<file path="config.mk">
export PLATFORM = sky130hd
export DESIGN_NAME = mem_arbiter_flat
export DESIGN_NICKNAME = d
export VERILOG_FILES = /design/src/rtl/mips_pkg.sv /design/src/rtl/mem_arbiter_if.sv /design/src/rtl/mem_arbiter.sv /design/src/flat_wrapper.sv
export SDC_FILE = /design/constraint.sdc
export NUM_CORES = 1
export LEC_CHECK = 0
export ABC_AREA = 1
export CAP_MARGIN = 25
export CORE_MARGIN = 3
export CORE_UTILIZATION = 40
export DETAILED_ROUTE_END_ITERATION = 10
export PLACE_DENSITY = 0.75
export SKIP_LAST_GASP = 1
export SYNTH_ARGS = -nofsm -noshare
export SYNTH_HDL_FRONTEND = slang
export SYNTH_SLANG_ARGS = --single-unit
export TNS_END_PERCENT = 5
</file>
<file path="constraint.sdc">
create_clock -name clock -period 3.8 [get_ports clock]
set_input_delay 1.14 -clock clock [delete_from_list [all_inputs] [get_ports clock]]
set_output_delay 1.14 -clock clock [all_outputs]
set_load 0.01 [all_outputs]
</file>
<file path="src/rtl/mips_pkg.sv">
// Shared definitions for the instruction/data memory arbiter:
// FSM encoding, requester ids and default widths.
package mips_pkg;

  localparam int DEF_ADDR_W      = 32;
  localparam int DEF_DATA_W      = 32;
  localparam int DEF_MEM_LATENCY = 2;
  localparam int LAT_CNT_W       = 4;

  localparam logic [1:0] ST_IDLE = 2'd0;
  localparam logic [1:0] ST_WAIT = 2'd1;
  localparam logic [1:0] ST_DONE = 2'd2;

  typedef enum logic {
    REQ_IF  = 1'b0,
    REQ_MEM = 1'b1
  } req_id_t;

endpackage

</file>
<file path="src/rtl/mem_arbiter_if.sv">
// Bundle of fetch port, load/store port and RAM port seen by the memory arbiter.
// slave = arbiter side, master = requesters plus RAM side.
interface mem_arbiter_if
  import mips_pkg::*;
#(
  parameter int ADDR_W = DEF_ADDR_W,
  parameter int DATA_W = DEF_DATA_W
);

  logic              if_req;
  logic [ADDR_W-1:0] if_addr;
  logic              if_ready;
  logic [DATA_W-1:0] if_rdata;
  logic              if_stall;

  logic              mem_req;
  logic              mem_we;
  logic [ADDR_W-1:0] mem_addr;
  logic [DATA_W-1:0] mem_wdata;
  logic              mem_ready;
  logic [DATA_W-1:0] mem_rdata;
  logic              mem_stall;

  logic              ram_en;
  logic              ram_we;
  logic [ADDR_W-1:0] ram_addr;
  logic [DATA_W-1:0] ram_wdata;
  logic [DATA_W-1:0] ram_rdata;

  modport slave (
    input  if_req, if_addr, mem_req, mem_we, mem_addr, mem_wdata, ram_rdata,
    output if_ready, if_rdata, if_stall, mem_ready, mem_rdata, mem_stall,
           ram_en, ram_we, ram_addr, ram_wdata
  );

  modport master (
    output if_req, if_addr, mem_req, mem_we, mem_addr, mem_wdata, ram_rdata,
    input  if_ready, if_rdata, if_stall, mem_ready, mem_rdata, mem_stall,
           ram_en, ram_we, ram_addr, ram_wdata
  );

endinterface

</file>
<file path="src/rtl/mem_arbiter.sv">
// Fetch / load-store arbiter in front of a single-port RAM with fixed read latency.
// Build macro MEM_ARBITER_RR_EN: round-robin on ties instead of fixed load/store priority.
module mem_arbiter
  import mips_pkg::*;
#(
  parameter int ADDR_W      = DEF_ADDR_W,
  parameter int DATA_W      = DEF_DATA_W,
  parameter int MEM_LATENCY = DEF_MEM_LATENCY
) (
  input logic          clock,
  input logic          reset,
  mem_arbiter_if.slave bus
);

  // state | meaning
  // IDLE  | no access in flight
  // WAIT  | RAM strobed, down-counting the read latency
  // DONE  | ready pulsed to the granted requester; next grant may happen here

  localparam logic [LAT_CNT_W-1:0] LAT = LAT_CNT_W'(MEM_LATENCY);

  logic [1:0]           state;
  logic [LAT_CNT_W-1:0] cnt;
  req_id_t              gnt_id;
  logic                 gnt_we;
  logic                 if_ready_q;
  logic                 mem_ready_q;
  logic                 ram_en_q;
  logic                 ram_we_q;
  logic [DATA_W-1:0]    if_rdata_q;
  logic [DATA_W-1:0]    mem_rdata_q;
  logic [DATA_W-1:0]    ram_wdata_q;
  logic [ADDR_W-1:0]    ram_addr_q;
  logic                 if_want;
  logic                 mem_want;
  logic                 can_grant;
  logic                 pick_mem;

  // The requester being answered this cycle does not compete for the next grant.
  assign if_want   = bus.if_req & ~if_ready_q;
  assign mem_want  = bus.mem_req & ~mem_ready_q;
  assign can_grant = ((state == ST_IDLE) || (state == ST_DONE)) && (if_want || mem_want);

`ifdef MEM_ARBITER_RR_EN
  logic last_mem;

  assign pick_mem = mem_want && (!if_want || !last_mem);

  always_ff @(posedge clock or negedge reset) begin
    if (!reset) begin
      last_mem <= 1'b1;
    end else if (can_grant) begin
      last_mem <= pick_mem;
    end
  end
`else
  assign pick_mem = mem_want;
`endif

  always_ff @(posedge clock or negedge reset) begin
    if (!reset) begin
      state       <= ST_IDLE;
      cnt         <= '0;
      gnt_id      <= REQ_IF;
      gnt_we      <= 1'b0;
      if_ready_q  <= 1'b0;
      mem_ready_q <= 1'b0;
      ram_en_q    <= 1'b0;
      ram_we_q    <= 1'b0;
      if_rdata_q  <= '0;
      mem_rdata_q <= '0;
      ram_wdata_q <= '0;
      ram_addr_q  <= '0;
    end else begin
      ram_en_q    <= 1'b0;
      ram_we_q    <= 1'b0;
      if_ready_q  <= 1'b0;
      mem_ready_q <= 1'b0;
      if (state == ST_WAIT) begin
        if (cnt == '0) begin
          state <= ST_DONE;
          if (gnt_id == REQ_MEM) begin
            mem_ready_q <= 1'b1;
            if (!gnt_we) begin
              mem_rdata_q <= bus.ram_rdata;
            end
          end else begin
            if_ready_q <= 1'b1;
            if_rdata_q <= bus.ram_rdata;
          end
        end else begin
          cnt <= cnt - LAT_CNT_W'(1);
        end
      end else if (can_grant) begin
        state       <= ST_WAIT;
        cnt         <= LAT;
        ram_en_q    <= 1'b1;
        gnt_id      <= pick_mem ? REQ_MEM : REQ_IF;
        gnt_we      <= pick_mem & bus.mem_we;
        ram_we_q    <= pick_mem & bus.mem_we;
        ram_addr_q  <= pick_mem ? bus.mem_addr : bus.if_addr;
        ram_wdata_q <= pick_mem ? bus.mem_wdata : '0;
      end else begin
        state <= ST_IDLE;
      end
    end
  end

  assign bus.if_ready  = if_ready_q;
  assign bus.if_rdata  = if_rdata_q;
  assign bus.mem_ready = mem_ready_q;
  assign bus.mem_rdata = mem_rdata_q;
  assign bus.ram_en    = ram_en_q;
  assign bus.ram_we    = ram_we_q;
  assign bus.ram_addr  = ram_addr_q;
  assign bus.ram_wdata = ram_wdata_q;
  assign bus.if_stall  = bus.if_req & ~if_ready_q;
  assign bus.mem_stall = bus.mem_req & ~mem_ready_q;

endmodule

</file>
<file path="src/flat_wrapper.sv">
// flat-port wrapper written by rule: the top's interface ports become plain ports
module mem_arbiter_flat import mips_pkg::*;
#(
  parameter int ADDR_W      = DEF_ADDR_W,
  parameter int DATA_W      = DEF_DATA_W,
  parameter int MEM_LATENCY = DEF_MEM_LATENCY
)
  (clock, reset, bus_if_req, bus_if_addr, bus_mem_req, bus_mem_we, bus_mem_addr, bus_mem_wdata, bus_ram_rdata, bus_if_ready, bus_if_rdata, bus_if_stall, bus_mem_ready, bus_mem_rdata, bus_mem_stall, bus_ram_en, bus_ram_we, bus_ram_addr, bus_ram_wdata);
  mem_arbiter_if #(.ADDR_W(ADDR_W), .DATA_W(DATA_W)) bus_i ();
  input logic clock;
  input logic reset;
  input wire logic [$bits(bus_i.if_req)-1:0] bus_if_req;
  input wire logic [$bits(bus_i.if_addr)-1:0] bus_if_addr;
  input wire logic [$bits(bus_i.mem_req)-1:0] bus_mem_req;
  input wire logic [$bits(bus_i.mem_we)-1:0] bus_mem_we;
  input wire logic [$bits(bus_i.mem_addr)-1:0] bus_mem_addr;
  input wire logic [$bits(bus_i.mem_wdata)-1:0] bus_mem_wdata;
  input wire logic [$bits(bus_i.ram_rdata)-1:0] bus_ram_rdata;
  output wire logic [$bits(bus_i.if_ready)-1:0] bus_if_ready;
  output wire logic [$bits(bus_i.if_rdata)-1:0] bus_if_rdata;
  output wire logic [$bits(bus_i.if_stall)-1:0] bus_if_stall;
  output wire logic [$bits(bus_i.mem_ready)-1:0] bus_mem_ready;
  output wire logic [$bits(bus_i.mem_rdata)-1:0] bus_mem_rdata;
  output wire logic [$bits(bus_i.mem_stall)-1:0] bus_mem_stall;
  output wire logic [$bits(bus_i.ram_en)-1:0] bus_ram_en;
  output wire logic [$bits(bus_i.ram_we)-1:0] bus_ram_we;
  output wire logic [$bits(bus_i.ram_addr)-1:0] bus_ram_addr;
  output wire logic [$bits(bus_i.ram_wdata)-1:0] bus_ram_wdata;
  assign bus_i.if_req = bus_if_req;
  assign bus_i.if_addr = bus_if_addr;
  assign bus_i.mem_req = bus_mem_req;
  assign bus_i.mem_we = bus_mem_we;
  assign bus_i.mem_addr = bus_mem_addr;
  assign bus_i.mem_wdata = bus_mem_wdata;
  assign bus_i.ram_rdata = bus_ram_rdata;
  assign bus_if_ready = bus_i.if_ready;
  assign bus_if_rdata = bus_i.if_rdata;
  assign bus_if_stall = bus_i.if_stall;
  assign bus_mem_ready = bus_i.mem_ready;
  assign bus_mem_rdata = bus_i.mem_rdata;
  assign bus_mem_stall = bus_i.mem_stall;
  assign bus_ram_en = bus_i.ram_en;
  assign bus_ram_we = bus_i.ram_we;
  assign bus_ram_addr = bus_i.ram_addr;
  assign bus_ram_wdata = bus_i.ram_wdata;
  mem_arbiter #(.ADDR_W(ADDR_W), .DATA_W(DATA_W), .MEM_LATENCY(MEM_LATENCY)) u_core (.clock(clock), .reset(reset), .bus(bus_i));
endmodule
</file>
# After elaboration in Yosys (flattened, before gate mapping)
# Index checks and enable logic that the tools add are counted.
[word_totals] regBits=140 in_bits=133 wordCells=54
[op_classes] add_sub_neg=1 n_eq_ne=4 n_mux=19 bitwise_logic=8 reduce_logical=10
[ops] op="32-bit two-way mux" n=2
[ops] op="1-bit two-way mux" n=12
[ops] op="4-bit two-way mux" n=3
[ops] op="1-bit NOT" n=5
[ops] op="4-bit zero test" n=1
[ops] op="2-bit two-way mux" n=2
[ops] op="2-bit != test, second input constant" n=2
[ops] op="2-bit AND reduction" n=2
[ops] op="4-bit AND reduction" n=1
[ops] op="4-bit by 1-bit subtractor with 4-bit output, second input constant" n=1
[ops] op="1-bit bitwise AND" n=3
[ops] op="3-bit AND reduction" n=1
[ops] op="2-bit by 1-bit equality test with 1-bit output, second input constant" n=1
[ops] op="2-bit equality test, second input constant" n=1
[ops] op="2-bit zero test" n=1
[ops] op="1-bit logical OR" n=2
[ops] op="2-bit nonzero test" n=1
[ops] op="1-bit logical AND" n=1

# Depth between registers and ports, before layout
[depth] depth_word=6 ltp_mapped=9 depth_no_buf=8

# Least setup slack after synthesis
# Ideal clock, no wire load.
[synth_timing] kind="input to output" from="input port bus_mem_req" to="output port bus_mem_stall" arrival_ns=1.689 required_ns=2.660 path_slack_ns=0.971 stages=4 path_buffers=2 cell_sequence="inv_1 -> nor2_2 -> buf_2 -> buf_2"
[synth_via] elab_chain_len=1
[synth_lines] item="start, declared" line_no="flat_wrapper.sv:14" source="input wire logic [$bits(bus_i.mem_req)-1:0] bus_mem_req;"
[synth_lines] item="1-bit bitwise AND" line_no="mem_arbiter.sv:118" source="assign bus.mem_stall = bus.mem_req & ~mem_ready_q;"
[synth_lines] item="end, declared" line_no="flat_wrapper.sv:24" source="output wire logic [$bits(bus_i.mem_stall)-1:0] bus_mem_stall;"
# No other way between the ends.

# Final worst setup path
[layout_timing] from="input port bus_if_req" to="output port bus_if_stall"
[layout_via] elab_chain_len=1
[layout_lines] item="start, declared" line_no="flat_wrapper.sv:12" source="input wire logic [$bits(bus_i.if_req)-1:0] bus_if_req;"
[layout_lines] item="1-bit bitwise AND" line_no="mem_arbiter.sv:117" source="assign bus.if_stall = bus.if_req & ~if_ready_q;"
[layout_lines] item="end, declared" line_no="flat_wrapper.sv:21" source="output wire logic [$bits(bus_i.if_stall)-1:0] bus_if_stall;"
# No other way between the ends.

==> results by stage <==
STA:
- The number of slew-limit violations in the final report is 0.
- Setup repair after global routing left no endpoint under its margin.
- Setup violations remaining at the end of the flow were counted as 0.
- Based on the critical path, the design can be clocked at up to about 280 MHz.
- Subtracting the final worst setup slack from the clock period gives approximately 3.5 ns.
- Measured against its own limit, the worst slew margin works out to about half.
- After routing, the total negative slack on setup checks comes to 0 ns.
- The clock tree skew after final layout is between 0.007 and 0.008 ns.
- Across all setup checks in the final design, the least slack found is around 0.28 ns.
- The hold violation count in the final report was 0.
- The final cycle utilization of the critical path is 92.56%.
- At the pin with the least slew margin, the transition time is 0.7400 ns.

Detailed routing:
- In the routed layout, each cell is associated on average with a via count of roughly 4.7.
- The total wire length is approximately 18000 um.
- The detailed-route wire length per cell is approximately 15 um.
- The final routed DRC violation total is 0.
- The number of search-and-repair iterations in the first detailed-routing pass is 4.
- The number of DRC violations after detailed-routing iteration 0 is 310.
- The via count is 5423.
- The number of nets with antenna violations after detailed routing is 0.

GRT:
- The number of antenna violations at the first check in global routing is 0.
- The via count of the first global-routing pass came to 5324.
- Entering global routing, the biggest net connects 67 pins.
- The remaining global-route overflow is 0.
- Global routing used about 22% of the available tracks.
- The wire length of the first global-routing pass is about 28000 um.

Critical path:
- The master of the slowest instance on the critical path is clkdlybuf4s50_1.
- The critical path arrival is between 2 and 2.5 ns.
- In this design, the stage delay of the slowest critical-path cell is between 0.5 and 0.6 ns.
- The critical path data required time is between 2 and 3 ns.
- The kind of end point of the critical path is a primary output.
- Traced cell by cell, the critical path runs through clkdlybuf4s50_1, inv_1, nor2_1, clkdlybuf4s50_1.
- By startpoint and endpoint, the worst setup path is classified as in -> out.
- The most prevalent standard cell on the critical path is clkdlybuf4s50_1.
- The critical path startpoint category is an input pin.
- The largest fanout of any net on the critical path is 2.

Die:
- The number of placement rows is 43.
- The die is about 130 um tall.
- The starting density of the core is approximately 41%.
- In this run the count of I/O pins placed on the die edge is approximately 270.
- The width of the die is 126.7 um.
- The floorplan step defined a core boundary enclosing between 10000 and 15000 sq um.
- The floorplan step defined a die boundary enclosing about 16000 sq um.

Clocking:
- Hold repair after CTS inserted 0 buffers.
- The CTS tree is built.
- The number of sinks handled by clock tree synthesis is 140.
- The post-CTS repair timing setup buffer count is 0.
- The H-tree was split into 4 levels.
- The clock passes through at most 2 buffers.
- In this run, post-CTS repair resized a total of 0 instances.
- The clock reaches the later pin of the worst-skew pair after about 0.42 ns.
- The tree is rooted in a clkbuf_16.
- The number of buffers created by CTS is 17.
- The clock-pin slew of the registers on the worst-case setup and hold paths is 0.06 ns.

Pwr:
- Across the VDD grid, the largest voltage drop is 0.5001 mV.
- The post-layout total power is 7.538 mW.
- The standby leakage power is between 4 and 5 nW.
- Dividing total power by cell area gives a power density of a little over 800 nW/um^2.

Synth:
- Synthesis inferred 140 register bits.
- The number of synthesized flops with an enable pin is 0.
- In the synthesized netlist the async set-or-reset flop fraction comes to 100.0%.
- For this run, the number of Yosys warnings is 0.
- In the synthesized netlist, the number of instances is 710.
- The part of the Yosys area used for sequential elements is between 60% and 70%.
- The number of different library cells used by synthesis comes to 22.
- The prevailing post-synth register cell is dfrtp_1.
- The post-synthesis cell area is just under 6000 sq um.
- The post-synthesis average cell area is slightly above 8 sq um.
- The number of nets in the synthesized netlist is roughly 840.

Placed design:
- The placed instances occupy a cell area of between 8000 and 9000 sq um.
- The congestion estimate from routability-driven global placement came to between 0.7 and 0.8.
- The count of input and output buffers is approximately 270.
- The post-place setup slack is ~0.28 ns.
- The wire-length estimate of the detail-placed layout is ~12000 um.

Finish:
- The finished cells cover between 9000 and 10000 sq um.
- In the layout the commonest cells are nand2_1 (462), clkdlybuf4s50_1 (265), dfrtp_1 (140).
- The most common cell after layout, fill and taps aside is nand2_1.
- In the final design database the tool counted ~1.1k nets.
- 0 antenna diodes ended up in the layout.
- The share of layout cells above drive strength 1 is around 5.5%.
- Relative to the synthesized area, the layout overhead comes to 57.91%.

Run status:
- The run finished with clean final reports.

Flow run:
- The number of violations of the max-capacitance limit is 0.

Hold path:
- The tightest min-delay check is of the reg -> reg type.
cell type report:
| class | count | area (sq um) |
|---|---|---|
| clock buffer | 21 | 470.5 |
| fill | 1208 | 4841 |
| tap | 180 | 225.2 |
| multi-input combinational | 520 | 2061 |
| clock inverter | 11 | 140.1 |
| inverter | 15 | 57.56 |
| timing repair buffer | 275 | 2744 |
| sequential | 140 | 3503 |
per-stage QoR:
stage | cells | hold slack (ns) | utilization, %
after floorplan | 710 | 0.4488 | -
after global placement | 1130 | 0.4530 | 61.18
after detailed placement | 1130 | 0.4570 | 61.18
after CTS | 1162 | 0.4714 | 65.53
after global routing | 1162 | 0.4831 | 65.53
final | 1162 | 0.4692 | 65.53
power by group:
group          internal [mW]  total, mW  switching (mW)
Sequential              2.19       2.57           0.383
Clock                   1.08       1.70           0.617
Combinational           1.64       3.27            1.63
worst max-delay path: cells and delay by family:
family	cells	cell delay, ns
buffers and inverters	3	1.07
AND/OR/NAND/NOR	1	0.17
Yosys cell counts, types with 2 or more instances:
cell type / number / area [sq um]
inv_2: 3 / 11.26
clkbuf_1: 7 / 26.28
buf_2: 18 / 90.09
buf_4: 5 / 37.54
nand3_1: 34 / 170.2
nand2_2: 5 / 31.28
dfrtp_1: 140 / 3503
nand2_1: 462 / 1734
nor2_1: 8 / 30.03
inv_1: 11 / 41.29
buf_6: 5 / 56.30
nand4_1: 2 / 12.51
state kept, by name (all words and copies together), names as in the netlist, 2 cells and up:
register and cells:
u_core.bus.if_rdata 32, u_core.cnt 4, u_core.bus.ram_addr 32, u_core.bus.ram_wdata 32
u_core.state 2, u_core.bus.mem_rdata 32
worst paths after layout:
path,cells past startpoint,slack (ns),start,endpoint
worst max-delay path,4,0.28,bus_if_req,bus_if_stall
worst min-delay path,2,0.47,u_core.bus.ram_addr[28],u_core.bus.ram_addr[28]
worst max register to register,8,1.70,u_core.bus.mem_ready,u_core.bus.ram_addr[20]
worst min register to register,2,0.47,u_core.bus.ram_addr[28],u_core.bus.ram_addr[28]
max in group asynchronous,2,2.28,reset,u_core.bus.mem_rdata[21]
min in group asynchronous,1,0.71,reset,u_core.bus.if_rdata[9]
metal layers:
metal	GRT usage, %	vias to the layer above	routed length (um)
li1	-	2677	-
met1	27.31	2503	7090
met2	34.99	219	8072
met3	10.19	24	2075
met4	7.066	0	265
met5	0	-	0
cells by family (layout without fill, tap and decap cells):
logic type / Yosys count / count (layout) / synth area share [%]
flops: 140 / 140 / 60.12
fa+ha+maj: 1 / 1 / 0.2147
buf+inv: 50 / 322 / 4.595
compound gates: 3 / 3 / 0.2791
simple gates: 516 / 516 / 34.79
Power figures use the tool's default switching activity.
